$ cat src/rtl/alu_exec_stage.sv
// MIPS execute stage: ALU-control decode, operand-B select and WIDTH-bit ALU,
// with a one-cycle registered copy of the result for debug and timing paths.
module alu_exec_stage #(
  parameter int WIDTH = 32
) (
  input  logic             clk,
  input  logic             reset,
  input  logic             in_valid,
  input  logic [1:0]       alu_op,
  input  logic [5:0]       funct,
  input  logic             alu_src,
  input  logic [WIDTH-1:0] read_data1,
  input  logic [WIDTH-1:0] read_data2,
  input  logic [WIDTH-1:0] sign_imm,
  output logic [3:0]       alu_operation,
  output logic [WIDTH-1:0] alu_result,
  output logic             zero,
  output logic             overflow,
  output logic             illegal,
  output logic [WIDTH-1:0] result_q,
  output logic             zero_q,
  output logic             valid_q
);

  localparam logic [3:0] OP_AND = 4'b0000;
  localparam logic [3:0] OP_OR  = 4'b0001;
  localparam logic [3:0] OP_ADD = 4'b0010;
  localparam logic [3:0] OP_SUB = 4'b0110;
  localparam logic [3:0] OP_SLT = 4'b0111;
  localparam logic [3:0] OP_NOR = 4'b1100;
  localparam logic [3:0] OP_BAD = 4'b1111;

  localparam int MSB = WIDTH - 1;

  logic [WIDTH-1:0] operand_a;
  logic [WIDTH-1:0] operand_b;
  logic [WIDTH-1:0] and_bits;
  logic [WIDTH-1:0] or_bits;
  logic [WIDTH-1:0] sum;
  logic [WIDTH-1:0] diff;
  logic             add_ovf;
  logic             sub_ovf;
  logic             less;

  // funct is only examined for R-type, so X on it elsewhere never propagates
  always_comb begin
    alu_operation = OP_BAD;
    illegal       = 1'b0;
    case (alu_op)
      2'b00: alu_operation = OP_ADD;
      2'b01: alu_operation = OP_SUB;
      2'b11: alu_operation = OP_OR;
      default: begin
        case (funct)
          6'b100000: alu_operation = OP_ADD;
          6'b100010: alu_operation = OP_SUB;
          6'b100100: alu_operation = OP_AND;
          6'b100101: alu_operation = OP_OR;
          6'b100111: alu_operation = OP_NOR;
          6'b101010: alu_operation = OP_SLT;
          default: begin
            alu_operation = OP_BAD;
            illegal       = 1'b1;
          end
        endcase
      end
    endcase
  end

  assign operand_a = read_data1;
  assign operand_b = alu_src ? sign_imm : read_data2;

  genvar gi;
  generate
    for (gi = 0; gi < WIDTH; gi++) begin : g_bitwise
      assign and_bits[gi] = operand_a[gi] & operand_b[gi];
      assign or_bits[gi]  = operand_a[gi] | operand_b[gi];
    end
  endgenerate

  assign sum  = operand_a + operand_b;
  assign diff = operand_a - operand_b;

  assign add_ovf = (operand_a[MSB] == operand_b[MSB]) && (sum[MSB] != operand_a[MSB]);
  assign sub_ovf = (operand_a[MSB] != operand_b[MSB]) && (diff[MSB] != operand_a[MSB]);

  // Differing signs decide slt directly, so a wrapped difference cannot mislead it
  assign less = (operand_a[MSB] != operand_b[MSB]) ? operand_a[MSB] : diff[MSB];

  always_comb begin
    alu_result = '0;
    overflow   = 1'b0;
    case (alu_operation)
      OP_AND: alu_result = and_bits;
      OP_OR:  alu_result = or_bits;
      OP_ADD: begin
        alu_result = sum;
        overflow   = add_ovf;
      end
      OP_SUB: begin
        alu_result = diff;
        overflow   = sub_ovf;
      end
      OP_SLT: alu_result = {{(WIDTH-1){1'b0}}, less};
      OP_NOR: alu_result = ~or_bits;
      default: alu_result = '0;
    endcase
  end

  assign zero = (alu_result == '0);

  always_ff @(posedge clk or posedge reset) begin
    if (reset) begin
      result_q <= '0;
      zero_q   <= 1'b0;
      valid_q  <= 1'b0;
    end else begin
      valid_q <= in_valid;
      if (in_valid) begin
        result_q <= alu_result;
        zero_q   <= zero;
      end
    end
  end

endmodule

$ cat config.mk
export PLATFORM = sky130hd
export DESIGN_NAME = alu_exec_stage
export DESIGN_NICKNAME = d
export VERILOG_FILES = /design/src/rtl/alu_exec_stage.sv
export SDC_FILE = /design/constraint.sdc
export NUM_CORES = 1
export LEC_CHECK = 0
export BUFFER_PORTS_ARGS = -buffer_cell sky130_fd_sc_hd__buf_2
export CAP_MARGIN = 20
export CORE_AREA = 2 2 122 124
export DETAILED_ROUTE_END_ITERATION = 8
export DIE_AREA = 0 0 124 126
export HOLD_SLACK_MARGIN = 0.05
export PLACE_DENSITY = 0.82
export SLEW_MARGIN = 20
export SYNTH_ARGS = -nofsm -noshare
export SYNTH_HDL_FRONTEND = slang
export SYNTH_SLANG_ARGS = --single-unit
$ cat constraint.sdc
create_clock -name clk -period 8.25 [get_ports clk]
set_input_delay 1.65 -clock clk [delete_from_list [all_inputs] [get_ports clk]]
set_output_delay 1.65 -clock clk [all_outputs]
set_load 0.005 [all_outputs]
==> summary.md, run 1 <==
| Metric | Value |
|---|---|
| I/O Buffers | 180 |
| Layout net count | 1489 |
| Final hold slack | 0.4892 ns |
| DRC Markers | 0 |
| Highest metal used | met4 |
| WL met2 | 13310 µm |
| Crit-path leading delay family | simple AND/OR/NAND/NOR gates |
| WS Path Type | input port to primary output |
| Register bit total from synthesis | 34 |
| Outcome | finished clean |
| Synthesis warning total | 0 |
| Post-synth EDFFs | 0 |
| Die Span Y | 126 µm |
| Synth unique cells | 98 |
| TritonCTS clock tree | yes |
| Vias | 9415 |
| Deepest clock path buffer count | 2 |
| Hold Path Class | flip-flop to flip-flop |
| Clock-pin slew on the worst setup and hold paths | roughly 0.05 ns |
| Die area | 15620 µm² |
| Worst IR Drop VDD | approximately 0.078 mV |
| Die extent in x | 124 µm |
| Synth Cell Area | 7986 µm² |
| Root Driver | clkbuf_16 |
| Met3 routed WL | 3200 µm |
| Fmax | 125.0 MHz |
| Headroom to the max-slew limit | 31.81% |
| Final setup violation count | 0 |
| Final Hold Fails | 0 |
| Period utilization | 97.01% |
| Core Rows | 44 |
| Cell Pwr Density | 123.2 nW/µm² |
| Actual slew at the worst max-slew pin | 1.018 ns |
| CP Data Required Time | 6.60 ns |
| WL per Instance | around 21 µm |
| DRT iter0 DRCs | 909 |
| Slowest-stage cell, CP | or4_1 |
| Inst Count DP | 1444 |
| Fill cell count | 1309 |
| Syn Area/Cell | 7.254 µm² |
| CTS Buf Count | 5 |
| Final Slew Violations | 0 |
| Layout cells sized above 1 | 21.85% |
| DRT met1 WL | ~12000 µm |
| MaxCap Viol Count | 0 |
| Mapped Cells | 1101 |
| Worst path bufs/invs | 4 |
| Setup TNS | 0 ns |
| Drt via density | about 6.5 |
| Fin crit period | 8.003 ns |
| Initial antenna violation count | 0 |
| Final HPWL DP | 24030 µm |
| Clk_skew | 0 ns |
| Post-synth top flop | dfrtp_1 |
| GR Util All Layers | about two fifths |
| Clock tree sinks | 34 |
| Pre-antenna DRT Iters | 5 |
| Syn Nets | 1323 |
| H-tree depth | 2 |
| First-pass GRT wire length | ~47000 µm |
| Post-synth ARST share | between 90% and 100% |
| Max Fanout on Critical Path | 22 |
| Area grow syn2layout | 17.14% |
| Largest net degree at the start of global routing | 47 |
| Total design power | 1153 µW |
| Crit start category | input port |
| Overall routed net length | just over 30000 µm |
| RePlAce Congestion | between 1 and 1.5 |
| Crit path top cell by count | nor2_1 |
| Ant diodes | 0 |
| Core ar. | 14310 µm² |
| Crit path DAT | 6.35 ns |
| CP Capture Type | primary output |
| CP Cell Sequence | buf_2 > buf_12 > mux2i_1 > ha_1 > or4_1 > a31oi_1 > o211ai_1 > a21oi_2 > nor3_1 > o21ai_0 > a21oi_1 > nor2_1 > nor2_1 > fa_1 > a32oi_1 > o22ai_1 > nor2_1 > nand4_1 > nor4_1 > buf_4 > nand4_1 > nor2_1 > buf_2 |
| Static Leak | 0.004661 µW |
| Io pins | 181 |
| Slowest stage delay, CP | 0.45 ns |
| Total congestion overflow | 0 |
| Non-Filler Instances | approximately 1500 |
| Initial Util | about 56% |
| Clock latency on the worst-skew pair | between 0.2 and 0.3 ns |
| Antenna viol nets, final | 0 |
| Sequential share of the synthesized area | 10.65% |
| Vias in the first global route | 8625 |
| Post-CTS setup buffer count | 0 |
==> final timing paths <==
check                                    startpoint                        to  slack [ns]  cells past startpoint
setup / recovery                            alu_src                      zero        0.25                     23
hold / removal             result_q[26]$_DFFE_PP0P_  result_q[26]$_DFFE_PP0P_        0.49                      2
setup reg to reg            result_q[2]$_DFFE_PP0P_   result_q[2]$_DFFE_PP0P_        7.51                      1
hold reg to reg            result_q[26]$_DFFE_PP0P_  result_q[26]$_DFFE_PP0P_        0.49                      2
max in group asynchronous                     reset   result_q[6]$_DFFE_PP0P_        6.47                      3
min in group asynchronous                     reset  result_q[15]$_DFFE_PP0P_        1.44                      3
==> what timing repair did <==
action,4_1_cts,5_1_grt
hold buffers,0,0
endpoints found under the setup margin,0,1
gates resized for setup,0,5
==> kinds of logic (layout without fill, tap and decap cells) <==
family / count (synthesis) / count (layout) / share of synthesized area (%)
AND/OR/NAND/NOR: 362 / 362 / 21.87
AO/OA/AOI/OAI: 352 / 352 / 32.81
buffers and inverters: 177 / 344 / 8.946
adder cells (fa/ha/maj): 114 / 114 / 18.14
multiplexers: 44 / 44 / 5.609
flip-flops: 34 / 34 / 10.65
XOR/XNOR: 18 / 18 / 1.974
==> tightest hold or removal path: cells and delay by family, from the launching register on <==
family | cells | cell delay [ns]
DFF | 1 | 0.34
and+or+nand+nor | 2 | 0.11
==> placed cells by master (no fill, tap or decap), types with 8 or more instances in the layout <==
cell type  count
inv_1        111
buf_4         40
dfrtp_1       34
o21ai_0       31
o31ai_1       17
o211ai_1      12
nor4_1        14
and3_1         9
buf_2        180
nand2b_1      13
nor2_1       142
a221oi_1      24
nand4_1       12
xnor2_1       11
a21oi_1       81
o22ai_1        8
a211o_1       14
mux2i_1       37
nor2b_1       21
a21o_1        15
nand3_1       16
ha_1         110
a211oi_1      19
nor3_1        29
nand2_1       70
a22oi_1        8
a221o_1        8
a31oi_1       18
==> per-layer routing <==
metal  up-vias  global-route usage (%)
li1       4361                       -
met1      4351                   52.42
met2       593                   58.14
met3       110                   6.295
met4         0                   16.33
met5         -                       0
==> sequential cells by signal (all words and copies together) (netlist names) <==
name      flops
result_q     32
valid_q       1
zero_q        1
==> synth_stat cells (5+ instances only) <==
library cell	number	area [µm²]
o21ai_0	31	155.2
a21o_1	15	112.6
clkbuf_1	39	146.4
and3_1	9	56.30
a221o_1	8	80.08
nand3_1	16	80.08
a21oi_1	82	410.4
o22ai_1	8	50.05
mux2i_1	40	400.4
or2_2	5	31.28
xnor2_1	11	96.34
nand4_1	12	75.07
a2111oi_0	5	43.79
a41oi_1	7	61.31
nor4_1	14	87.58
inv_1	111	416.7
buf_2	14	70.07
xor2_1	7	61.31
nor2_1	142	533.0
ha_1	111	1389
dfrtp_1	34	850.8
buf_1	5	18.77
a31oi_1	18	112.6
a211oi_1	19	142.6
nor3_1	29	145.1
a32oi_1	6	52.55
a22oi_1	8	60.06
a21boi_0	5	37.54
o31ai_1	17	127.6
a211o_1	14	122.6
o21bai_1	7	52.55
o211ai_1	12	90.09
nor2b_1	21	131.4
a221oi_1	24	210.2
nand2b_1	13	81.33
nand2_1	70	262.8
==> where the power goes <==
group,switching [µW],internal (µW)
clock,75.5,120
sequential,13.5,195
combinational,464,285
total,553,600
==> final cells by class <==
cell class / count / area [µm²] / share of cell area [%]
multi-input combinational: 890 / 6457 / 69.02
clock inverter: 1 / 5.005 / 0.05350
clock buffer: 7 / 142.6 / 1.525
sequential: 34 / 850.8 / 9.095
timing repair buffer: 222 / 1241 / 13.27
inverter: 114 / 427.9 / 4.574
tap: 184 / 230.2 / 2.461
==> metrics by stage <==
stage	instance area, µm²	worst slack, ns	utilization (%)
final	9355	0.2470	65.36
after global routing	9355	-0.03102	65.36
after CTS	9338	0.3072	65.24
after detailed placement	9190	0.3101	64.20
after global placement	9190	0.4657	64.20
after floorplan	7986	0.5000	-
Note: power is estimated with default switching activity, not from simulation.
==> inputs of run 2 (changes only) <==
--- a/config.mk
+++ b/config.mk
@@ -7,11 +7,12 @@
 export LEC_CHECK = 0
 export BUFFER_PORTS_ARGS = -buffer_cell sky130_fd_sc_hd__buf_2
 export CAP_MARGIN = 20
-export CORE_AREA = 2 2 122 124
+export CORE_AREA = 2 2 124 126
 export DETAILED_ROUTE_END_ITERATION = 8
-export DIE_AREA = 0 0 124 126
+export DIE_AREA = 0 0 126 128
 export HOLD_SLACK_MARGIN = 0.05
-export PLACE_DENSITY = 0.82
+export PLACE_DENSITY = 0.8
+export SETUP_SLACK_MARGIN = 0.02
 export SLEW_MARGIN = 20
 export SYNTH_ARGS = -nofsm -noshare
 export SYNTH_HDL_FRONTEND = slang
==> run 2 against run 1 <==
Compared with the run above: total power increased by 5.1%; worst hold slack improved by 0.0048 ns; die area increased by 3.2%; global-route usage decreased by 2.1 points; critical path type unchanged; largest cell class unchanged.
==> summary.md, run 2 (synthesized netlist as in run 1, its figures left out) <==
| Metric | Value |
|---|---|
| Crit start category | input port |
| Max Fanout on Critical Path | 19 (-14%) |
| Die Span Y | 128 µm (+1.6%) |
| Pre-antenna DRT Iters | 7 (+2) |
| Setup TNS | 0 ns (unchanged) |
| MaxCap Viol Count | 0 (unchanged) |
| Sw Pwr | 557.0 µW (+0.79%) |
| RSZ-0062 raised after global routing | false |
| Combinational share of power | 61.7% (-3.3 points) |
| Clock-pin slew on the worst setup and hold paths | 0.06 ns (about the same) |
| Final Core Density | 63.63% (-1.7 points) |
| GR Util All Layers | 35.95% (-2.1 points) |
| CP Data Required Time | 6.60 ns (about the same) |
| CTS Buf Count | 5 (unchanged) |
| Antenna viol nets, final | 0 (unchanged) |
| Clock tree sinks | 34 (unchanged) |
| Cell depth of the worst flop-to-flop path | 1 (unchanged) |
| Die extent in x | 126 µm (+1.6%) |
| Clk_skew | 0 ns (unchanged) |
| Fmax | 127.4 MHz (+1.9%) |
| Vias in the first global route | 8711 (+1.0%) |
| Layout cells sized above 1 | 22.72% (+0.87 points) |
| Clock latency on the worst-skew pair | 0.29 ns (about the same) |
| Slowest stage delay, CP | 0.58 ns (+0.13 ns) |
| Clock power share | 21.0% (+4.1 points) |
| Final HPWL DP | 23810 µm (-0.92%) |
| DRC Markers | 0 (unchanged) |
| Top reg by flops | result_q |
| Overall routed net length | 30160 µm (about the same) |
| Sequential share of power | 17.3% (-0.8 points) |
| DRT iter0 DRCs | 1007 (+11%) |
| Area grow syn2layout | 18.42% |
| Outcome | finished clean |
| TritonCTS clock tree | yes |
| Biggest regs | result_q (32), valid_q (1), zero_q (1) |
| Core ar. | 14860 µm² (+3.8%) |
| Slowest-stage cell, CP | or4_4 |
| Final Slew Violations | 0 (unchanged) |
| First-pass GRT wire length | 46360 µm (-0.31%) |
| CP Capture Type | primary output |
| Fin crit period | 7.850 ns (-0.1526 ns) |
| Inst Count DP | 1451 (+0.48%) |
| Ant diodes | 0 (unchanged) |
| CP Cell Sequence | buf_2 > buf_12 > mux2i_1 > ha_1 > or4_1 > a31oi_1 > o211ai_1 > a21oi_2 > nor3_1 > o21ai_0 > a21oi_1 > nor2_1 > nor2_1 > fa_1 > nor2_1 > nor3_1 > o21ai_0 > or4_4 > nor2_1 > buf_2 |
| Root Driver | clkbuf_16 |
| Commonest non-fill, non-tap cell in the layout | buf_2 |
| Initial Util | 53.73% (-2.1 points) |
| WL per Instance | 20.66 µm (-0.61%) |
| Commonest non-fill, non-tap cells in the layout | buf_2, nor2_1, inv_1 |
| Fin area | 9458 µm² (+1.1%) |
| Hold Path Class | flip-flop to flip-flop |
| Io pins | 181 (unchanged) |
| I/O Buffers | 180 (unchanged) |
| Internal | 654.6 µW (+9.1%) |
| Core Rows | 45 (+2.3%) |
| RePlAce Congestion | 1.013 (-0.15%) |
| Die area | 16130 µm² (+3.2%) |
| Sw frac | 45.97% (-2.0 points) |
| Initial antenna violation count | 0 (unchanged) |
| Vias | 9407 (-0.085%) |
| Final setup violation count | 0 (unchanged) |
| Worst IR Drop VDD | 0.1015 mV (+31%) |
| WHS Path Cells | 2 (unchanged) |
| Cell Pwr Density | 128.1 nW/µm² (+4.0%) |
| Period utilization | 95.16% (-1.8 points) |
| Drt via density | 6.443 (-0.63%) |
| Actual slew at the worst max-slew pin | 1.008 ns (-0.009957 ns) |
| Post-DP Area | 9194 µm² (about the same) |
| Max reg flops | 32 (unchanged) |
| H-tree depth | 2 (unchanged) |
| Headroom to the max-slew limit | 31.05% (-0.76 points) |
| R2r setup slk | 7.49 ns (-0.02 ns) |
| WS Path Type | input port to primary output |
| Layout net count | 1493 (+0.27%) |
| Deepest clock path buffer count | 2 (unchanged) |
| Crit path DAT | 6.20 ns (-0.15 ns) |
| Total congestion overflow | 0 (unchanged) |
| Static Leak | 0.004700 µW (+0.83%) |
| Non-Filler Instances | 1460 (+0.55%) |
| Largest net degree at the start of global routing | 47 (unchanged) |
| Crit path top cell by count | nor2_1 |
| Final Hold Fails | 0 (unchanged) |
-- run 2: power by group through the flow --
stage | Sequential (µW) | Clock [µW] | Combinational, µW
3_3_place_gp | 210 | 0 | 715
4_1_cts | 209 | 253 | 724
3_5_place_dp | 212 | 0 | 720
5_1_grt | 212 | 260 | 811
6_report | 209 | 254 | 748
2_1_floorplan | 215 | 0 | 459
-- run 2: cell type report --
class	count	area, µm²
Clock buffer	5	125.1
Clock inverter	3	68.82
Fill cell	1415	5406
Inverter	114	427.9
Multi-Input combinational cell	890	6491
Sequential cell	34	850.8
Tap cell	188	235.2
Timing Repair Buffer	226	1259
-- run 2: timing repair --
action                     in CTS  in global routing
resized for setup               0                 13
hold buffers                    0                  0
setup endpoints to repair       0                  1
buffers inserted                0                  1
-- run 2: final timing paths --
kind	from	to
max	alu_src	zero
min	zero_q$_DFFE_PP0P_	zero_q$_DFFE_PP0P_
max reg2reg	result_q[5]$_DFFE_PP0P_	result_q[5]$_DFFE_PP0P_
min reg2reg	zero_q$_DFFE_PP0P_	zero_q$_DFFE_PP0P_
max in group asynchronous	reset	result_q[24]$_DFFE_PP0P_
min in group asynchronous	reset	result_q[21]$_DFFE_PP0P_
-- run 2: metrics by stage --
step | power, µW | hold slack (ns) | setup slack (ns)
after floorplan | 673.3 | 0.4831 | 0.5000
after global routing | 1284 | 0.5219 | 0.02174
after detailed placement | 932.0 | 0.4781 | 0.2866
after CTS | 1186 | 0.4926 | 0.2762
final | 1212 | 0.4940 | 0.3996
after global placement | 925.2 | 0.4790 | 0.4061
-- run 2: worst max-delay path, delay by kind of cell --
| family | cells | cell delay [ns] |
|---|---|---|
| AND/OR/NAND/NOR | 8 | 1.71 |
| AO/OA/AOI/OAI | 6 | 1.23 |
| adder cells (fa/ha/maj) | 2 | 0.80 |
| buffers and inverters | 3 | 0.45 |
| multiplexers | 1 | 0.33 |
-- run 2: metal layers --
| metal | share of wire, % | up-vias | global-route usage, % |
|---|---|---|---|
| met5 | 0 | - | 0 |
| met4 | 5.1 | 0 | 17.65 |
| met3 | 11 | 102 | 7.346 |
| met2 | 44 | 574 | 57.05 |
| met1 | 40 | 4351 | 46.64 |
| li1 | - | 4380 | - |
